==> src/rtl/tmds_pkg.sv <==
// Shared constants for the TMDS 8b/10b encoder: control tokens, HDMI
// guard-band words and the running-disparity counter width.
package tmds_pkg;

    // Running disparity counter width; |cnt| never exceeds 10.
    localparam int CNT_W = 5;

    // DVI control tokens, indexed by {c1, c0}. Bit 0 is transmitted first.
    localparam logic [9:0] CTRL_TOKEN_00 = 10'b1101010100;
    localparam logic [9:0] CTRL_TOKEN_01 = 10'b0010101011;
    localparam logic [9:0] CTRL_TOKEN_10 = 10'b0101010100;
    localparam logic [9:0] CTRL_TOKEN_11 = 10'b1010101011;

    // HDMI video guard-band words (channels 0 and 2 share one word).
    localparam logic [9:0] GUARD_CH02 = 10'b1011001100;
    localparam logic [9:0] GUARD_CH1  = 10'b0100110011;

    // Map the two control bits to their token.
    function automatic logic [9:0] ctrl_token(input logic c1, input logic c0);
        logic [9:0] tok;
        case ({c1, c0})
            2'b00:   tok = CTRL_TOKEN_00;
            2'b01:   tok = CTRL_TOKEN_01;
            2'b10:   tok = CTRL_TOKEN_10;
            default: tok = CTRL_TOKEN_11;
        endcase
        return tok;
    endfunction

endpackage

==> src/rtl/tmds_popcount8.sv <==
// Combinational ones counter for an 8-bit word (result 0..8).
module tmds_popcount8 (
    input  logic [7:0] d_i,
    output logic [3:0] cnt_o
);

    // Sum the individual bits.
    always_comb begin
        cnt_o = 4'd0;
        for (int i = 0; i < 8; i++) begin
            cnt_o = cnt_o + {3'b000, d_i[i]};
        end
    end

endmodule

==> src/rtl/tmds_encoder.sv <==
// Single-channel TMDS 8b/10b encoder, three-stage pipeline, one symbol per
// clock, fixed 3-cycle latency for both data and control. There is no
// handshake: a new input is taken every clock and a symbol leaves every clock.
// Optional HDMI guard band before each DE rise: define TMDS_ENC_GUARD_EN.
module tmds_encoder
    import tmds_pkg::*;
#(
    parameter int CHANNEL = 0
) (
    input  logic       clk,
    input  logic       rst,
    input  logic       dv_i,
    input  logic       c0_i,
    input  logic       c1_i,
    input  logic [7:0] d_i,
    output logic [9:0] q_o
);

    localparam logic [9:0]       GUARD_WORD = (CHANNEL == 1) ? GUARD_CH1 : GUARD_CH02;
    localparam logic [CNT_W-1:0] CNT_TWO    = CNT_W'(2);
    localparam logic [CNT_W-1:0] CNT_EIGHT  = CNT_W'(8);
    localparam logic [CNT_W-1:0] CNT_ZERO   = {CNT_W{1'b0}};

    // ---------------- stage 1: input register + popcount ----------------
    logic       s1_dv_q;
    logic [1:0] s1_c_q;
    logic [7:0] s1_d_q;
    logic [3:0] n1d;

    // Capture the raw pixel/control inputs.
    always_ff @(posedge clk or posedge rst) begin
        if (rst) begin
            s1_dv_q <= 1'b0;
            s1_c_q  <= 2'b00;
            s1_d_q  <= 8'h00;
        end else begin
            s1_dv_q <= dv_i;
            s1_c_q  <= {c1_i, c0_i};
            s1_d_q  <= d_i;
        end
    end

    tmds_popcount8 u_pop_d (
        .d_i   (s1_d_q),
        .cnt_o (n1d)
    );

    // ---------------- stage 2: transition minimisation ----------------
    logic       use_xnor;
    logic [8:0] qm_d;
    logic [3:0] n1q_d;

    assign use_xnor = (n1d > 4'd4) || ((n1d == 4'd4) && !s1_d_q[0]);

    // Chain XOR/XNOR across the byte; bit 8 records which one was used.
    always_comb begin
        qm_d    = 9'd0;
        qm_d[0] = s1_d_q[0];
        for (int i = 1; i < 8; i++) begin
            qm_d[i] = use_xnor ? ~(qm_d[i-1] ^ s1_d_q[i]) : (qm_d[i-1] ^ s1_d_q[i]);
        end
        qm_d[8] = ~use_xnor;
    end

    tmds_popcount8 u_pop_qm (
        .d_i   (qm_d[7:0]),
        .cnt_o (n1q_d)
    );

    logic       s2_dv_q;
    logic [1:0] s2_c_q;
    logic [8:0] s2_qm_q;
    logic [3:0] s2_n1_q;

    // Register the intermediate word and its ones count.
    always_ff @(posedge clk or posedge rst) begin
        if (rst) begin
            s2_dv_q <= 1'b0;
            s2_c_q  <= 2'b00;
            s2_qm_q <= 9'd0;
            s2_n1_q <= 4'd0;
        end else begin
            s2_dv_q <= s1_dv_q;
            s2_c_q  <= s1_c_q;
            s2_qm_q <= qm_d;
            s2_n1_q <= n1q_d;
        end
    end

    // ---------------- stage 3: DC balance / control / guard ----------------
    logic [9:0]       q_q;
    logic [9:0]       q_d;
    logic [CNT_W-1:0] cnt_q;
    logic [CNT_W-1:0] cnt_d;
    logic [CNT_W-1:0] n1_w;
    logic [CNT_W-1:0] diff;     // n1q - n0q, two's complement
    logic             cnt_pos;
    logic             cnt_neg;
    logic             qm8;
    logic             guard_active;

    assign qm8     = s2_qm_q[8];
    assign n1_w    = CNT_W'(s2_n1_q);
    assign diff    = n1_w + n1_w - CNT_EIGHT;
    assign cnt_neg = cnt_q[CNT_W-1];
    assign cnt_pos = !cnt_q[CNT_W-1] && (cnt_q != CNT_ZERO);

`ifdef TMDS_ENC_GUARD_EN
    // Blank symbol with DE arriving within the next two symbols.
    assign guard_active = !s2_dv_q && (s1_dv_q || dv_i);
`else
    assign guard_active = 1'b0;
`endif

    // Choose the output symbol and the next running disparity.
    always_comb begin
        q_d   = ctrl_token(s2_c_q[1], s2_c_q[0]);
        cnt_d = CNT_ZERO;
        if (s2_dv_q) begin
            if ((cnt_q == CNT_ZERO) || (s2_n1_q == 4'd4)) begin
                q_d   = {~qm8, qm8, qm8 ? s2_qm_q[7:0] : ~s2_qm_q[7:0]};
                cnt_d = qm8 ? (cnt_q + diff) : (cnt_q - diff);
            end else if ((cnt_pos && (s2_n1_q > 4'd4)) || (cnt_neg && (s2_n1_q < 4'd4))) begin
                q_d   = {1'b1, qm8, ~s2_qm_q[7:0]};
                cnt_d = cnt_q + (qm8 ? CNT_TWO : CNT_ZERO) - diff;
            end else begin
                q_d   = {1'b0, qm8, s2_qm_q[7:0]};
                cnt_d = cnt_q - (qm8 ? CNT_ZERO : CNT_TWO) + diff;
            end
        end else if (guard_active) begin
            q_d = GUARD_WORD;
        end
    end

    // Output symbol and disparity registers.
    always_ff @(posedge clk or posedge rst) begin
        if (rst) begin
            q_q   <= CTRL_TOKEN_00;
            cnt_q <= CNT_ZERO;
        end else begin
            q_q   <= q_d;
            cnt_q <= cnt_d;
        end
    end

    assign q_o = q_q;

endmodule

==> config.mk <==
export PLATFORM = sky130hd
export DESIGN_NAME = tmds_encoder
export DESIGN_NICKNAME = d
export VERILOG_FILES = /design/src/rtl/tmds_pkg.sv /design/src/rtl/tmds_popcount8.sv /design/src/rtl/tmds_encoder.sv
export SDC_FILE = /design/constraint.sdc
export NUM_CORES = 1
export LEC_CHECK = 0
export ABC_AREA = 1
export BUFFER_PORTS_ARGS = -buffer_cell sky130_fd_sc_hd__buf_2
export CORE_MARGIN = 2
export CORE_UTILIZATION = 24
export CTS_CLUSTER_SIZE = 8
export DETAILED_ROUTE_END_ITERATION = 8
export PLACE_DENSITY = 0.39
export RECOVER_POWER = 25
export REMOVE_ABC_BUFFERS = 1
export SYNTH_ARGS = -nofsm -noshare
export SYNTH_HDL_FRONTEND = slang
export SYNTH_SLANG_ARGS = --single-unit
==> constraint.sdc <==
create_clock -name clk -period 6.9 [get_ports clk]
set_input_delay 1.725 -clock clk [delete_from_list [all_inputs] [get_ports clk]]
set_output_delay 1.725 -clock clk [all_outputs]
set_load 0.02 [all_outputs]
==> impl_metrics.ini <==
[layout]
nNetsFinal = 358
fin_area_mm2 = 0.00294
nFillCells = 1118
fin_util = 0.284
final_cell_count_no_fill = 444
drive_gt1_frac = 0.149
area_growth_pct = 14.5
antenna_cells = 0

[grt]
grtUsageMet3 = 0.0297
antenna_found_initial = 0
overflow = 0
grt_pass1_vias = 1844
grt_max_degree = 42
use_met2 = 0.147
grt_pass1_wl_um = 8560
grtUsageMet1 = 0.126
grt.busiest_layer = met2
grt_use_total = 0.0938

[worst_hold_path]
worstHoldPathCells = 0
holdCritStartpoint = s1_dv_q
min_to = s2_dv_q
hold_class = register to register

[timing]
hold_viol_final = 0
fin_crit_sh = 0.822
max_freq_ghz = 0.176
slew_viol_final = 0
rsz0062_at_grt = no
skew_ns = 0.00783
fin_tns_setup_ns = 0
max_slew_margin = 0.558
max_slew.worst_pin.slew_ns = 0.657
post-route-min-period_ns = 5.67
setup_violations = 0

[floorplan]
dieArea_mm2 = 0.0115
die_w_um = 107
rows = 37
initial_core_util = 0.248
fp.coreArea_mm2 = 0.0104
num_io_pins = 23
die_y_um = 107

[logic_synthesis]
synthMuxAreaShare = 0
synthesis.area_mm2 = 0.00257
ys_seq_elements = 41
synth_top_family_by_area = adder cells
yosys_warnings = 0
synth_compound_area_frac = 0.0336
synth-seq-area-share = 0.402
synthSimpleGateAreaFrac = 0.215
avgSynthCellArea_um2 = 9.24
synthAdderAreaFrac = 0.223
ys_types = 23
synth_xor_xnor_area_share = 0.0409
synth_cells = 278

[pwr]
ir_worst_vdd_v = 0.000120
power.total_mw = 1.47
p_leak_nw = 1.56
powerDensity_mw_per_mm2 = 500

[critical_path]
r2r-end = s2_n1_q[2]
cp_common_cell = fa_1
crit_chain = ha_1 -> inv_1 -> fa_1 -> fa_1 -> inv_1 -> fa_1 -> fa_1 -> nor2_1 -> nand2_1 -> a21oi_4 -> xor2_1 -> ha_1 -> inv_1 -> fa_1 -> inv_1 -> fa_1 -> inv_1 -> fa_1 -> fa_1 -> xnor2_1
cp-end-kind = register
cp.arrival_ns = 5.85
slowest_delay_ns = 0.49
start_kind = register
rr_worst_depth = 20
r2r-start = s1_d_q[0]
startpoint = s1_d_q[0]
slowest_stage = fa_1
cp.required_ns = 7.08
rrSetupSlack_ns = 1.23
critPathMaxFanout = 6
path_class = register to register

[clocking]
cts_setup_buffers = 0
cts_tree = built
post_cts_resized = 0
root_buffer = clkbuf_8
cts.clk_slew.worst_paths_ns = 0.07
cts_buffers = 5
clockBufferDepth = 2
cts_hold_buffers = 0
h-tree-depth = 2
clock_latency_ns = 0.30
cts.sinks = 41

[placed_design]
io_buffers = 22
routabilityCongestion = 0.730
place_area_mm2 = 0.00285
placedCellCount = 436
dpl.hpwl_um = 3760

[drt]
dr.pass1.iters = 4
final_antenna_net_count = 0
wl_um = 4730
drt-vias-per-instance = 3.99
drcViolationCount = 0
wire_per_inst_um = 10.7
vias = 1770
dr.first_iter.drc_count = 62

[outcome]
status = finished clean

[run]
maxCapViolations = 0
==> registers in the layout, summed over array words and instances, names as in the netlist <==
signal and count:
s1_d_q 8, s2_dv_q 1, s1_c_q 2, s1_dv_q 1, cnt_q 4, q_o 10
s2_n1_q 4, s2_qm_q 9, s2_c_q 2
==> worst max-delay path by stage <==
stage | slack [ns] | end | cells past startpoint
after floorplan | 1.50 | s2_n1_q[2] | 20
after global placement | 1.26 | s2_n1_q[2] | 20
after detailed placement | 1.18 | s2_n1_q[2] | 20
after CTS | 1.14 | s2_n1_q[2] | 20
after global routing | 0.91 | s2_n1_q[2] | 20
final | 1.23 | s2_n1_q[2] | 20
==> critical path: cells and delay by family (launching register included) <==
family                   cells  cell delay [ns]
XOR/XNOR                     2             0.26
buffers and inverters        5             0.30
AO/OA/AOI/OAI                1             0.26
adder cells (fa/ha/maj)     10             4.11
flip-flops                   1             0.43
AND/OR/NAND/NOR              2             0.20
==> layer usage <==
layer / routed length [um] / part of all wire
met1: 2360 / 0.50
met2: 2160 / 0.46
met3: 172 / 0.036
met4: 42 / 0.0089
met5: 0 / 0
==> logic make-up (layout without fill, tap and decap cells) <==
group	count (synthesis)	in the layout
buffers and inverters	57	87
adders and majority gates	38	38
AOI/OAI and AO/OA	14	14
DFF	41	41
xor gates and xnor gates	12	12
and+or+nand+nor	116	116
==> synthesized netlist by cell type <==
| library cell | instances | share of area |
|---|---|---|
| nand4_2 | 1 | 0.0049 |
| nand3_1 | 30 | 0.058 |
| xnor2_1 | 5 | 0.017 |
| inv_1 | 52 | 0.076 |
| a21oi_4 | 1 | 0.0063 |
| inv_2 | 2 | 0.0029 |
| a21oi_1 | 3 | 0.0058 |
| buf_4 | 1 | 0.0029 |
| nor2_1 | 9 | 0.013 |
| dfrtp_1 | 36 | 0.35 |
| nand2_2 | 7 | 0.017 |
| a21boi_0 | 1 | 0.0029 |
| dfstp_2 | 5 | 0.051 |
| nand2_1 | 58 | 0.085 |
| xor2_1 | 7 | 0.024 |
| fa_1 | 13 | 0.10 |
| inv_4 | 1 | 0.0024 |
| ha_1 | 25 | 0.12 |
| clkinv_1 | 1 | 0.0015 |
| nand2_4 | 3 | 0.013 |
| o21ai_0 | 8 | 0.016 |
| o211ai_1 | 1 | 0.0029 |
| nand3b_1 | 8 | 0.023 |
==> placed cells by master, fill, tap and decap left out <==
master | synthesis | layout
nand2_1 | 58 | 62
ha_1 | 25 | 25
buf_4 | 1 | 1
nand3b_1 | 8 | 8
inv_4 | 1 | 1
o211ai_1 | 1 | 1
nand4_2 | 1 | 1
clkbuf_8 | 0 | 6
clkinv_1 | 1 | 1
bufinv_16 | 0 | 1
buf_2 | 0 | 22
a21oi_4 | 1 | 1
inv_1 | 52 | 52
nand3_1 | 30 | 30
a21oi_1 | 3 | 3
xor2_1 | 7 | 7
nor2_1 | 9 | 9
xnor2_1 | 5 | 5
a21boi_0 | 1 | 1
dfstp_2 | 5 | 5
nand2_2 | 7 | 6
fa_1 | 13 | 13
clkbuf_1 | 0 | 1
o21ai_0 | 8 | 8
inv_2 | 2 | 2
dfrtp_1 | 36 | 36
==> per-stage QoR <==
stage | hold WS, ns | setup slack, ns
after CTS | 0.355 | 1.14
after floorplan | 0.331 | 1.50
after detailed placement | 0.336 | 1.18
final | 0.351 | 1.23
after global placement | 0.333 | 1.26
after global routing | 0.371 | 0.914
==> where the power goes <==
| part | internal [mW] | total [mW] | switching [mW] |
|---|---|---|---|
| Combinational | 0.351 | 0.907 | 0.556 |
| Sequential | 0.322 | 0.362 | 0.0399 |
| Clock | 0.118 | 0.202 | 0.0839 |
| Total | 0.791 | 1.47 | 0.680 |
==> cell type report <==
type | count | area (um^2) | share of cell area
multi-input cells | 180 | 1290 | 0.439
flip-flops and latches | 41 | 1030 | 0.351
clock inverters | 1 | 30.0 | 0.0102
well taps | 136 | 170 | 0.0579
repair buffers | 23 | 118 | 0.0400
clock buffers | 7 | 86.3 | 0.0294
inverters | 56 | 213 | 0.0723
(Power assumes the default switching activity.)
